--- src/rtl/adder_ring_meter_if.sv ---
// Control/result bundle between the logic-analyser side and adder_ring_meter.
// ADDER_RING_METER_ACCUM_EN adds the clear input and the run_cnt result.
interface adder_ring_meter_if #(
    parameter int unsigned WIDTH = 32,
    parameter int unsigned CNT_W = 24,
    parameter int unsigned WIN_W = 16
);
    logic             active;
    logic             start;
    logic [WIDTH-1:0] a_in;
    logic [WIDTH-1:0] b_in;
    logic [WIN_W-1:0] window;
    logic             chain_in;
    logic             ring_en;
    logic             busy;
    logic             done;
    logic [CNT_W-1:0] count;
    logic             overflow;
    logic [WIDTH:0]   sum;
`ifdef ADDER_RING_METER_ACCUM_EN
    logic             clear;
    logic [7:0]       run_cnt;

    modport master (
        output active, start, a_in, b_in, window, chain_in, clear,
        input  ring_en, busy, done, count, overflow, sum, run_cnt
    );
    modport slave (
        input  active, start, a_in, b_in, window, chain_in, clear,
        output ring_en, busy, done, count, overflow, sum, run_cnt
    );
`else
    modport master (
        output active, start, a_in, b_in, window, chain_in,
        input  ring_en, busy, done, count, overflow, sum
    );
    modport slave (
        input  active, start, a_in, b_in, window, chain_in,
        output ring_en, busy, done, count, overflow, sum
    );
`endif
endinterface

--- src/rtl/adder_ring_meter.sv ---
// Ring-oscillation edge counter plus registered sum for an instrumented adder.
// Define ADDER_RING_METER_ACCUM_EN to accumulate counts across runs (clear/run_cnt).
module adder_ring_meter #(
    parameter int unsigned WIDTH  = 32,
    parameter int unsigned CNT_W  = 24,
    parameter int unsigned WIN_W  = 16,
    parameter int unsigned SETTLE = 4
) (
    input logic             wb_clk_i,
    input logic             wb_rst_n,
    adder_ring_meter_if.slave bus
);
    localparam logic [CNT_W-1:0] CNT_MAX     = '1;
    localparam logic [WIN_W-1:0] SETTLE_LAST = WIN_W'(SETTLE - 1);

    typedef enum logic [1:0] {IDLE, ARM, COUNT, DONE} state_t;

    state_t           state;
    logic             sync1, sync2, sync3;
    logic             rise_c;
    logic             last_c;
    logic [WIN_W-1:0] win_q;
    logic [WIN_W-1:0] phase_cnt;

    // chain_in is asynchronous: two flops to resolve, a third for edge detection
    always_ff @(posedge wb_clk_i or negedge wb_rst_n) begin
        if (!wb_rst_n) begin
            sync1 <= 1'b0;
            sync2 <= 1'b0;
            sync3 <= 1'b0;
        end else begin
            sync1 <= bus.chain_in;
            sync2 <= sync1;
            sync3 <= sync2;
        end
    end

    assign rise_c = sync2 & ~sync3;

    // final cycle of ARM (zero window) or of COUNT
    assign last_c = (phase_cnt == '0) &&
                    ((state == COUNT) || ((state == ARM) && (win_q == '0)));

    always_ff @(posedge wb_clk_i or negedge wb_rst_n) begin
        if (!wb_rst_n) begin
            state        <= IDLE;
            win_q        <= '0;
            phase_cnt    <= '0;
            bus.ring_en  <= 1'b0;
            bus.busy     <= 1'b0;
            bus.done     <= 1'b0;
            bus.count    <= '0;
            bus.overflow <= 1'b0;
            bus.sum      <= '0;
`ifdef ADDER_RING_METER_ACCUM_EN
            bus.run_cnt  <= '0;
`endif
        end else begin
            bus.done <= 1'b0;
            if (!bus.active) begin
                state       <= IDLE;
                bus.ring_en <= 1'b0;
                bus.busy    <= 1'b0;
            end else begin
                case (state)
                    IDLE: begin
`ifdef ADDER_RING_METER_ACCUM_EN
                        if (bus.clear) begin
                            bus.count    <= '0;
                            bus.overflow <= 1'b0;
                            bus.run_cnt  <= '0;
                        end
`endif
                        if (bus.start) begin
                            win_q       <= bus.window;
                            bus.sum     <= (WIDTH+1)'(bus.a_in) + (WIDTH+1)'(bus.b_in);
`ifndef ADDER_RING_METER_ACCUM_EN
                            bus.count    <= '0;
                            bus.overflow <= 1'b0;
`endif
                            phase_cnt   <= SETTLE_LAST;
                            state       <= ARM;
                            bus.ring_en <= 1'b1;
                            bus.busy    <= 1'b1;
                        end
                    end
                    ARM: begin
                        if (phase_cnt != '0) begin
                            phase_cnt <= phase_cnt - 1'b1;
                        end else if (win_q != '0) begin
                            state     <= COUNT;
                            phase_cnt <= win_q - 1'b1;
                        end
                    end
                    COUNT: begin
                        if (rise_c) begin
                            if (bus.count != CNT_MAX) bus.count <= bus.count + 1'b1;
                            if (bus.count >= CNT_MAX - 1'b1) bus.overflow <= 1'b1;
                        end
                        if (phase_cnt != '0) phase_cnt <= phase_cnt - 1'b1;
                    end
                    DONE:    state <= IDLE;
                    default: state <= IDLE;
                endcase

                // end of window overrides the per-state next-state choice
                if (last_c) begin
                    state       <= DONE;
                    bus.done    <= 1'b1;
                    bus.ring_en <= 1'b0;
                    bus.busy    <= 1'b0;
`ifdef ADDER_RING_METER_ACCUM_EN
                    if (bus.run_cnt != 8'hFF) bus.run_cnt <= bus.run_cnt + 1'b1;
`endif
                end
            end
        end
    end
endmodule

--- src/flat_wrapper.sv ---
// flat-port wrapper written by rule: the top's interface ports become plain ports
module adder_ring_meter_flat 
#(
    parameter int unsigned WIDTH  = 32,
    parameter int unsigned CNT_W  = 24,
    parameter int unsigned WIN_W  = 16,
    parameter int unsigned SETTLE = 4
)
  (wb_clk_i, wb_rst_n, bus_active, bus_start, bus_a_in, bus_b_in, bus_window, bus_chain_in, bus_ring_en, bus_busy, bus_done, bus_count, bus_overflow, bus_sum);
  adder_ring_meter_if #(.WIDTH(WIDTH), .CNT_W(CNT_W), .WIN_W(WIN_W)) bus_i ();
  input logic wb_clk_i;
  input logic wb_rst_n;
  input wire logic [$bits(bus_i.active)-1:0] bus_active;
  input wire logic [$bits(bus_i.start)-1:0] bus_start;
  input wire logic [$bits(bus_i.a_in)-1:0] bus_a_in;
  input wire logic [$bits(bus_i.b_in)-1:0] bus_b_in;
  input wire logic [$bits(bus_i.window)-1:0] bus_window;
  input wire logic [$bits(bus_i.chain_in)-1:0] bus_chain_in;
  output wire logic [$bits(bus_i.ring_en)-1:0] bus_ring_en;
  output wire logic [$bits(bus_i.busy)-1:0] bus_busy;
  output wire logic [$bits(bus_i.done)-1:0] bus_done;
  output wire logic [$bits(bus_i.count)-1:0] bus_count;
  output wire logic [$bits(bus_i.overflow)-1:0] bus_overflow;
  output wire logic [$bits(bus_i.sum)-1:0] bus_sum;
  assign bus_i.active = bus_active;
  assign bus_i.start = bus_start;
  assign bus_i.a_in = bus_a_in;
  assign bus_i.b_in = bus_b_in;
  assign bus_i.window = bus_window;
  assign bus_i.chain_in = bus_chain_in;
  assign bus_ring_en = bus_i.ring_en;
  assign bus_busy = bus_i.busy;
  assign bus_done = bus_i.done;
  assign bus_count = bus_i.count;
  assign bus_overflow = bus_i.overflow;
  assign bus_sum = bus_i.sum;
  adder_ring_meter #(.WIDTH(WIDTH), .CNT_W(CNT_W), .WIN_W(WIN_W), .SETTLE(SETTLE)) u_core (.wb_clk_i(wb_clk_i), .wb_rst_n(wb_rst_n), .bus(bus_i));
endmodule
--- config.mk ---
export PLATFORM = sky130hd
export DESIGN_NAME = adder_ring_meter_flat
export DESIGN_NICKNAME = d
export VERILOG_FILES = /design/src/rtl/adder_ring_meter_if.sv /design/src/rtl/adder_ring_meter.sv /design/src/flat_wrapper.sv
export SDC_FILE = /design/constraint.sdc
export NUM_CORES = 1
export LEC_CHECK = 0
export ABC_CLOCK_PERIOD_IN_PS = 2700
export CAP_MARGIN = 20
export CORE_ASPECT_RATIO = 0.75
export CORE_MARGIN = 1
export CORE_UTILIZATION = 45
export CTS_BUF_LIST = sky130_fd_sc_hd__clkbuf_8
export CTS_CLUSTER_SIZE = 16
export DETAILED_ROUTE_END_ITERATION = 12
export GPL_TIMING_DRIVEN = 0
export HOLD_SLACK_MARGIN = 0.1
export PLACE_DENSITY = 0.8
export SLEW_MARGIN = 30
export SYNTH_ARGS = -nofsm -noshare
export SYNTH_HDL_FRONTEND = slang
export SYNTH_SLANG_ARGS = --single-unit
--- constraint.sdc ---
create_clock -name wb_clk_i -period 2.7 [get_ports wb_clk_i]
set_input_delay 0.54 -clock wb_clk_i [delete_from_list [all_inputs] [get_ports wb_clk_i]]
set_output_delay 0.54 -clock wb_clk_i [all_outputs]
set_load 0.1 [all_outputs]
==> impl_metrics.py, run 1 <==
metrics = {
    "drt": {
        "dr.pass1.iters": 6,
        "drcViolationCount": 0,
        "via_count": 6498,
        "wl_um": 18700,
        "via_per_inst": 5.670,
        "antenna_left": 0,
        "drt_iter0_drc": 494,
        "wl_per_cell_um": 16.32,
    },
    "grt": {
        "grt_pass1_vias": 6135,
        "grt_pass1_wl_um": 30260,
        "grt_overflow": 0,
        "grt_max_degree": 67,
        "antenna_found_initial": 0,
        "grt_usage_pct": 25.04,
    },
    "place": {
        "place_inst": 1125,
        "port-buffer-count": 145,
        "routabilityCongestion": 0.9198,
        "post-place-ws_ns": -0.6316,
        "dp.final_hpwl_um": 13870,
    },
    "logic_synthesis": {
        "synth_edf_count": 0,
        "netlist_area_um2": 6670,
        "synthTopCellsByArea": "dfrtp_1 36%, ha_1 7.5%, nand2_1 6.6%, o21ai_0 4.6%, nor2_1 3.9%",
        "yosysSeqAreaShare_pct": 36.39,
        "synth_warnings": 0,
        "ys_ff_latch": 97,
        "netlist_instances": 779,
        "synth_fp_nets": 905,
        "yosysUniqueCellTypes": 80,
        "async_reset_ff_share_pct": 100.0,
        "synth_top_area_share_pct": 36.39,
        "synth_area_leader_cell": "dfrtp_1",
        "ys.flop_type": "dfrtp_1",
        "syn_avg_cell_area_um2": 8.562,
    },
    "worst_setup_path": {
        "cp-end-kind": "flip-flop",
        "critPathSlowestCell": "or4_4",
        "path_cells": "clkdlybuf4s50_1, ha_2, and3_4, and3_1, nor3_2, a21oi_4, or4_4, a211o_1, nand3_1",
        "crit_family": "simple AND/OR/NAND/NOR gates",
        "slowest_delay_ns": 0.53,
        "path_max_fanout": 6,
        "cp.depth": 9,
        "critPathLaunchType": "input port",
        "critPathBufInv": 1,
        "critPathKind": "input port to flip-flop",
        "r2r_setup_slack_ns": 0.14,
        "cp.required_ns": 3.02,
        "reg2regPathDepth": 10,
        "critPathArrivalTime_ns": 3.06,
    },
    "cts": {
        "cts-buffers-inserted": 9,
        "cts_root_buffer": "clkbuf_8",
        "cts_num_sinks": 97,
        "cts-htree-levels": 3,
        "clock_path_buffers": 2,
        "cts_tree": "built",
        "clk_latency_ns": 0.38,
        "clk_pin_slew_ns": 0.11,
    },
    "floorplan": {
        "start_util_pct": 46.15,
        "fp-row-count": 38,
        "top_level_ports": 146,
        "die_area_um2": 15320,
        "die_w_um": 142.6,
        "die_height_um": 107.4,
        "core_area_um2": 14450,
    },
    "finish": {
        "n_antenna_cell": 0,
        "multi_input_area_um2": 4159,
        "fill_cells": 1279,
        "areaGrowthSynthToFinish_pct": 32.62,
        "final_layout_size_suffix_gt1_share_pct": 10.04,
        "final_nets": 1067,
        "final_cells": 1146,
        "ff_latch_area_um2": 2427,
    },
    "timing": {
        "min_period_ns": 2.734,
        "hold_viol_final": 0,
        "relSlewSlack_pct": 31.60,
        "max_slew.worst_pin.slew_ns": 1.023,
        "maxSlewViolCount": 0,
        "fin_crit_sh_pct": 101.3,
        "worst_clock_skew_ns": 0.01294,
        "worst_hold_slack_ns": 0.3599,
        "grt_setup_unrepaired": "true",
        "layout_setup_ws_ns": -0.03395,
        "finalSetupViolCount": 2,
        "max_freq_mhz": 365.8,
        "setup_tns_ns": -0.03897,
    },
    "worst_hold_path": {
        "hp-class": "flip-flop to flip-flop",
        "hold_path_depth": 0,
    },
    "outcome": {
        "violations": "negative setup slack",
        "status": "finished, violations left",
    },
    "pwr": {
        "ir_drop_uv": 429.9,
        "p_total_uw": 6094,
        "power.density_nw_per_um2": 688.9,
        "leakagePower_uw": 0.003748,
    },
    "job": {
        "maxCapViolCount": 0,
    },
}
[flip-flops by register name, indices dropped and copies added, names as in the netlist]
signal / count
u_core.bus.count: 24
u_core.bus.done: 1
u_core.bus.overflow: 1
u_core.bus.ring_en: 1
u_core.bus.sum: 33
u_core.phase_cnt: 16
u_core.state: 2
u_core.sync1: 1
u_core.sync2: 1
u_core.sync3: 1
u_core.win_q: 16
[cells by family (layout without fill, tap and decap cells)]
logic type	count (synthesis)	in the layout	synth area share [%]
and+or+nand+nor	325	325	24.29
DFF	97	97	36.39
adders and majority gates	41	41	7.803
AOI/OAI and AO/OA	204	204	19.55
muxes	4	4	0.6565
buffers and inverters	55	222	4.352
xor gates and xnor gates	53	53	6.959
[power breakdown]
group | switching, uW | internal, uW | total [uW] | leakage, uW
clock | 589 | 353 | 942 | 0.0000901
sequential | 206 | 1710 | 1910 | 0.00126
combinational | 2260 | 976 | 3240 | 0.00240
[cell type report]
| type | count | area share (%) |
|---|---|---|
| Buffer | 30 | 2.235 |
| Clock buffer | 9 | 1.400 |
| Clock inverter | 7 | 0.6789 |
| Inverter | 22 | 0.9335 |
| Multi-Input combinational cell | 627 | 47.02 |
| Sequential cell | 97 | 27.44 |
| Tap cell | 200 | 2.829 |
| Timing Repair Buffer | 154 | 17.47 |
[worst register-to-register path, cell delays in order (launching register included)]
cell	delay [ns]
dfrtp_1	0.43
inv_1	0.09
ha_2	0.18
or3b_4	0.42
nor4_4	0.30
a41oi_4	0.24
nor2_4	0.16
nor2b_2	0.10
and2_1	0.18
buf_6	0.14
a22o_1	0.21
[worst paths after layout]
check                                       end            start
max                          u_core.bus.sum[27]      bus_a_in[7]
min                                u_core.sync2     u_core.sync1
max reg2reg                u_core.phase_cnt[11]  u_core.win_q[0]
min reg2reg                        u_core.sync2     u_core.sync1
max in group asynchronous  u_core.bus.count[13]         wb_rst_n
min in group asynchronous     u_core.bus.sum[3]         wb_rst_n
[cell usage after synthesis (all sizes together), types with 11 or more instances]
cell    instances
nand4          20
xnor2          23
and3           12
or3            11
a21o           14
nor2           73
nand3          25
nor3           20
a21oi          41
nand2         117
inv            22
o21ai          67
ha             40
xor2           30
clkbuf         22
dfrtp          97
[through the flow]
stage	instance area [um2]	util, %
2_1_floorplan	6670	-
3_3_place_gp	8372	57.92
3_5_place_dp	8401	58.12
4_1_cts	8665	59.95
5_1_grt	8846	61.20
6_report	8846	61.20
[layout by cell type (no fill, tap or decap), types with 4 or more instances in the layout]
cell type / synthesis / layout
and2_1: 8 / 8
nor2_1: 70 / 69
nor3_2: 2 / 5
clkbuf_8: 2 / 11
inv_1: 22 / 22
ha_4: 0 / 4
xor2_1: 30 / 30
a22o_1: 9 / 9
a31oi_1: 8 / 8
ha_1: 40 / 31
or2_2: 4 / 4
and4_1: 4 / 4
buf_4: 2 / 9
a211oi_1: 8 / 6
o21ai_1: 6 / 6
clkdlybuf4s50_1: 0 / 140
or3_1: 10 / 10
buf_2: 3 / 4
ha_2: 0 / 5
a21o_1: 14 / 14
clkbuf_1: 17 / 13
nor3_1: 18 / 15
dfrtp_1: 97 / 97
a21oi_1: 41 / 40
nand4_1: 20 / 20
o31ai_1: 7 / 7
or4_1: 5 / 4
xnor2_1: 23 / 23
and3_1: 11 / 10
nor4_1: 7 / 6
o22ai_1: 4 / 4
o211ai_1: 6 / 6
o21ai_0: 61 / 58
nand2_1: 117 / 116
nand3_1: 25 / 24
o21a_1: 6 / 6
[per-layer routing]
layer | wire (um) | track usage, % | vias up | share of wire, %
met5 | 0 | 0 | - | 0
met4 | 277 | 6.528 | 0 | 1.5
met3 | 1208 | 4.137 | 26 | 6.5
met2 | 8015 | 37.01 | 237 | 43
met1 | 9201 | 37.54 | 3090 | 49
li1 | - | - | 3145 | -
[timing repair]
item | 4_1_cts | 5_1_grt
setup buffers | 2 | 5
setup endpoints to repair | 23 | 28
hold buffers | 1 | 0
pin swaps | 2 | 12
resized for setup | 12 | 35
gates cloned | 0 | 0
endpoints found under the hold margin | 31 | 0
Note: power is estimated with default switching activity, not from simulation.
==> run 2, diff against run 1 <==
--- a/config.mk
+++ b/config.mk
@@ -5,7 +5,7 @@
 export SDC_FILE = /design/constraint.sdc
 export NUM_CORES = 1
 export LEC_CHECK = 0
-export ABC_CLOCK_PERIOD_IN_PS = 2700
+export ABC_CLOCK_PERIOD_IN_PS = 3400
 export CAP_MARGIN = 20
 export CORE_ASPECT_RATIO = 0.75
 export CORE_MARGIN = 1
@@ -13,9 +13,9 @@
 export CTS_BUF_LIST = sky130_fd_sc_hd__clkbuf_8
 export CTS_CLUSTER_SIZE = 16
 export DETAILED_ROUTE_END_ITERATION = 12
-export GPL_TIMING_DRIVEN = 0
 export HOLD_SLACK_MARGIN = 0.1
 export PLACE_DENSITY = 0.8
+export SETUP_SLACK_MARGIN = 0.05
 export SLEW_MARGIN = 30
 export SYNTH_ARGS = -nofsm -noshare
 export SYNTH_HDL_FRONTEND = slang
==> constraint.sdc (replaced) <==
create_clock -name wb_clk_i -period 3.4 [get_ports wb_clk_i]
set_input_delay 0.68 -clock wb_clk_i [delete_from_list [all_inputs] [get_ports wb_clk_i]]
set_output_delay 0.68 -clock wb_clk_i [all_outputs]
set_load 0.1 [all_outputs]
==> run 2 against run 1 <==
The flow now finishes without violations; sequential share of layout area grew 1.7 points; power shrank 22%; cell count shrank 2.4%; global-route usage shrank 0.95 points; critical endpoint is now u_core.bus.sum[12]; largest cell class unchanged.
==> impl_metrics.py, run 2 (synthesized netlist as in run 1, its figures left out) <==
metrics = {
    "outcome": {
        "status": "finished clean",
    },
    "worst_setup_path": {
        "critPathLaunchType": "input port",
        "critPathArrivalTime_ns": 3.24,
        "cp.required_ns": 3.67,
        "path_max_fanout": 3,
        "critPathKind": "input port to flip-flop",
        "r2r_setup_slack_ns": 0.51,
        "cp-end-kind": "flip-flop",
        "reg2regPathDepth": 9,
    },
    "finish": {
        "final_layout_size_suffix_gt1_share_pct": 11.32,
        "regMostFlops": "u_core.bus.sum",
        "n_antenna_cell": 0,
        "final_util_pct": 57.70,
        "largest_register_ffs": 33,
        "areaGrowthSynthToFinish_pct": 25.04,
        "final_nets": 1040,
        "final_cells": 1119,
        "reg.largest.list": "u_core.bus.sum (33), u_core.bus.count (24)",
        "final_common_cell": "nand2_1",
        "final_cell_mix": "117 x nand2_1, 97 x dfrtp_1, 96 x clkdlybuf4s50_1",
        "finalInstanceArea_um2": 8341,
    },
    "timing": {
        "maxSlewViolCount": 0,
        "relSlewSlack_pct": 34.21,
        "finalSetupViolCount": 0,
        "fin_crit_sh_pct": 87.31,
        "min_period_ns": 2.969,
        "max_slew.worst_pin.slew_ns": 0.9838,
        "max_freq_mhz": 336.9,
        "worst_clock_skew_ns": 0.01229,
        "grt_setup_unrepaired": "false",
        "hold_viol_final": 0,
        "setup_tns_ns": 0,
        "layout_setup_ws_ns": 0.4314,
    },
    "grt": {
        "grt_pass1_wl_um": 29060,
        "grt_usage_pct": 24.09,
        "grt_pass1_vias": 5795,
        "grt_overflow": 0,
        "antenna_found_initial": 0,
        "grt_max_degree": 41,
    },
    "floorplan": {
        "die_area_um2": 15320,
        "die_height_um": 107.4,
        "fp-row-count": 38,
        "core_area_um2": 14450,
        "top_level_ports": 146,
        "start_util_pct": 46.15,
        "die_w_um": 142.6,
    },
    "cts": {
        "cts_root_buffer": "clkbuf_8",
        "clk_latency_ns": 0.39,
        "cts-htree-levels": 3,
        "post-cts-setup-buffers": 0,
        "clock_path_buffers": 2,
        "clk_pin_slew_ns": 0.11,
        "cts_tree": "built",
        "postCtsHoldBufs": 0,
        "cts_num_sinks": 97,
        "cts-buffers-inserted": 9,
        "cts_resized": 0,
    },
    "drt": {
        "drcViolationCount": 0,
        "via_per_inst": 5.664,
        "via_count": 6338,
        "wl_um": 17720,
        "wl_met2_um": 7538,
        "wl_met3_um": 1206,
        "met1_length_um": 8727,
        "drt_iter0_drc": 460,
        "wl_per_cell_um": 15.84,
        "top_layer_used": "met4",
        "antenna_left": 0,
        "dr.pass1.iters": 5,
    },
    "place": {
        "port-buffer-count": 145,
        "post-place-ws_ns": 0.06704,
        "dp.final_hpwl_um": 13570,
        "routabilityCongestion": 0.9321,
        "place_inst": 1103,
        "placed_cell_area_um2": 8137,
    },
    "pwr": {
        "leakagePower_uw": 0.003712,
        "ir_drop_uv": 266.8,
        "power.density_nw_per_um2": 566.6,
    },
    "job": {
        "maxCapViolCount": 0,
    },
    "worst_hold_path": {
        "hp-class": "input port to asynchronous set/reset pin",
    },
}
==> run 2: final cells by class <==
cell class	instances	area, um2
inverters	22	82.58
well taps	200	250.2
clock inverters	6	66.31
repair buffers	157	1419
multi-input cells	627	3958
clock buffers	10	137.6
flip-flops and latches	97	2427
fillers	1356	6113
==> run 2: path summary, 6_finish.rpt <==
| path | from | end |
|---|---|---|
| worst min-delay path | wb_rst_n | u_core.bus.sum[19] |
| worst max-delay path | bus_b_in[0] | u_core.bus.sum[12] |
| worst max register to register | u_core.win_q[0] | u_core.phase_cnt[11] |
| worst min register to register | u_core.sync1 | u_core.sync2 |
| max in group asynchronous | wb_rst_n | u_core.phase_cnt[10] |
| min in group wb_clk_i | u_core.sync1 | u_core.sync2 |
==> run 2: routing by layer <==
metal,vias to the layer above,global-route usage (%)
met5,-,0
met4,0,6.836
met3,23,4.582
met2,228,34.87
met1,3002,36.11
li1,3085,-
==> run 2: per-stage QoR <==
stage	power [uW]	hold slack [ns]
finish	4725	0.2815
global route	4972	0.3106
CTS	4742	0.2864
detailed placement	3941	0.3379
global placement	3915	0.3391
floorplan	3348	0.3312
==> run 2: power by group <==
part	switching, uW	internal, uW
clock	432	363
sequential	172	1360
combinational	1730	671
total	2340	2390
==> run 2: worst max-delay path: stages <==
cell and delay, ns:
clkdlybuf4s50_1 0.41, ha_1 0.24, fa_1 0.40, a211oi_1 0.37
o21ai_1 0.19, buf_4 0.18, nand2_1 0.09, o21a_1 0.16
o21ai_0 0.10, xor2_1 0.15, mux2_2 0.26
==> run 3, diff against run 2 <==
--- a/config.mk
+++ b/config.mk
@@ -10,13 +10,13 @@
 export CORE_ASPECT_RATIO = 0.75
 export CORE_MARGIN = 1
 export CORE_UTILIZATION = 45
-export CTS_BUF_LIST = sky130_fd_sc_hd__clkbuf_8
 export CTS_CLUSTER_SIZE = 16
 export DETAILED_ROUTE_END_ITERATION = 12
+export GPL_TIMING_DRIVEN = 0
 export HOLD_SLACK_MARGIN = 0.1
 export PLACE_DENSITY = 0.8
 export SETUP_SLACK_MARGIN = 0.05
-export SLEW_MARGIN = 30
+export SLEW_MARGIN = 40
 export SYNTH_ARGS = -nofsm -noshare
 export SYNTH_HDL_FRONTEND = slang
 export SYNTH_SLANG_ARGS = --single-unit
==> run 3 against run 2 <==
Power rose by 4.8%; worst setup slack got worse by 0.20 ns; cell area rose by 0.83%; register-to-register slack improved by 0.13 ns; routed wire length rose by 2.5%.
==> impl_metrics.py, run 3 (synthesized netlist as in run 1, its figures left out) <==
metrics = {
    "drt": {
        "antenna_left": 0,
        "drcViolationCount": 0,
        "top_layer_used": "met4",
        "drt_iter0_drc": 434,
        "wl_per_cell_um": 15.92,
        "via_count": 6382,
        "wl_um": 18170,
        "wl_met2_um": 7731,
        "wl_met3_um": 1173,
        "met1_length_um": 9131,
        "via_per_inst": 5.593,
        "dr.pass1.iters": 7,
    },
    "worst_setup_path": {
        "critical_path.startpoint": "bus_b_in[0]",
        "regToRegStartpoint": "u_core.win_q[0]",
        "critPathLaunchType": "input port",
        "critPathArrivalTime_ns": 3.42,
        "reg2regPathDepth": 8,
        "critPathSlowestCell": "or4_4",
        "critPathKind": "input port to flip-flop",
        "path_max_fanout": 4,
        "slowest_delay_ns": 0.58,
        "cp.required_ns": 3.65,
        "path_cells": "clkdlybuf4s50_1, ha_1, fa_1, a211oi_1, o21ai_1, nand4_1, o211a_1, or4_4, and3_1, o31ai_1",
        "cp-end-kind": "flip-flop",
    },
    "timing": {
        "maxSlewViolCount": 0,
        "relSlewSlack_pct": 53.84,
        "fin_crit_sh_pct": 93.09,
        "worst_clock_skew_ns": 0.009438,
        "layout_setup_ws_ns": 0.2351,
        "max_freq_mhz": 316.0,
        "grt_setup_unrepaired": "false",
        "max_slew.worst_pin.slew_ns": 0.6878,
        "finalSetupViolCount": 0,
        "setup_tns_ns": 0,
        "hold_viol_final": 0,
        "min_period_ns": 3.165,
        "worst_hold_slack_ns": 0.1645,
    },
    "cts": {
        "postCtsHoldBufs": 0,
        "cts-buffers-inserted": 9,
        "cts_resized": 0,
        "clk_pin_slew_ns": 0.07,
        "post-cts-setup-buffers": 0,
        "clk_latency_ns": 0.35,
        "clock_path_buffers": 2,
        "cts_num_sinks": 97,
        "cts_tree": "built",
        "cts-htree-levels": 3,
        "cts_root_buffer": "clkbuf_16",
    },
    "finish": {
        "regMostFlops": "u_core.bus.sum",
        "final_cell_mix": "117 x nand2_1, 97 x dfrtp_1, 83 x clkdlybuf4s50_1",
        "final_util_pct": 58.18,
        "final_layout_size_suffix_gt1_share_pct": 12.54,
        "largest_register_ffs": 33,
        "final_nets": 1062,
        "reg.largest.list": "u_core.bus.sum (33), u_core.bus.count (24)",
        "areaGrowthSynthToFinish_pct": 26.07,
        "final_common_cell": "nand2_1",
        "n_antenna_cell": 0,
    },
    "outcome": {
        "status": "finished clean",
    },
    "job": {
        "maxCapViolCount": 0,
    },
    "pwr": {
        "p_total_uw": 4954,
        "ir_drop_uv": 341.5,
        "power.density_nw_per_um2": 589.1,
        "leakagePower_uw": 0.003808,
    },
    "floorplan": {
        "die_height_um": 107.4,
        "fp-row-count": 38,
        "die_w_um": 142.6,
        "top_level_ports": 146,
        "core_area_um2": 14450,
        "die_area_um2": 15320,
        "start_util_pct": 46.15,
    },
    "grt": {
        "grt_max_degree": 74,
        "grt_pass1_vias": 6096,
        "antenna_found_initial": 0,
        "grt_overflow": 0,
        "grt_pass1_wl_um": 30040,
        "grt_usage_pct": 24.70,
    },
    "worst_hold_path": {
        "hp-class": "input port to asynchronous set/reset pin",
    },
    "place": {
        "post-place-ws_ns": -0.07367,
        "routabilityCongestion": 0.9198,
        "dp.final_hpwl_um": 13970,
        "port-buffer-count": 145,
    },
}
[run 3: cell count changes in the layout (fill, tap and decap cells not counted), sizes merged, moves of 2 or more]
cell	delta
clkinv	-3
clkinvlp	+2
clkbuf	+21
buf	+12
inv	+2
clkdlybuf4s50	-13
[run 3: area by class of cell]
| type | instances | area, um2 |
|---|---|---|
| repair buffers | 146 | 1179 |
| clock inverters | 7 | 85.08 |
| multi-input cells | 627 | 3953 |
| fillers | 1313 | 6045 |
| clock buffers | 9 | 225.2 |
| plain buffers | 33 | 207.7 |
| well taps | 200 | 250.2 |
| inverters | 22 | 82.58 |
| flip-flops and latches | 97 | 2427 |
[run 3: report_power, final]
part	leakage (uW)	switching, uW	internal (uW)	total (uW)
Combinational	0.00240	1760	615	2370
Clock	0.000146	485	585	1070
Sequential	0.00126	155	1360	1510
Total	0.00381	2400	2560	4950
[run 3: critical path, delay by kind of cell]
kind | cells | cell delay, ns
compound gates | 4 | 0.90
buf+inv | 1 | 0.46
fa+ha+maj | 2 | 0.48
simple gates | 3 | 0.91
[run 3: path summary, 6_finish.rpt]
| path | endpoint | slack (ns) |
|---|---|---|
| max in group asynchronous | u_core.state[1] | 2.60 |
| setup reg to reg | u_core.phase_cnt[10] | 0.64 |
| min in group wb_clk_i | u_core.sync2 | 0.36 |
| hold reg to reg | u_core.sync2 | 0.36 |
| setup / recovery | u_core.bus.sum[28] | 0.24 |
| hold / removal | u_core.bus.sum[3] | 0.16 |
[run 3: metal layers]
| layer | up-vias | track usage [%] |
|---|---|---|
| li1 | 3136 | - |
| met1 | 2994 | 36.86 |
| met2 | 239 | 37.54 |
| met3 | 13 | 4.093 |
| met4 | 0 | 4.608 |
| met5 | - | 0 |
[run 3: metrics by stage]
| step | area, um2 | cells |
|---|---|---|
| after floorplan | 6670 | 779 |
| after global placement | 8372 | 1124 |
| after detailed placement | 8099 | 1125 |
| after CTS | 8409 | 1141 |
| after global routing | 8409 | 1141 |
| final | 8409 | 1141 |
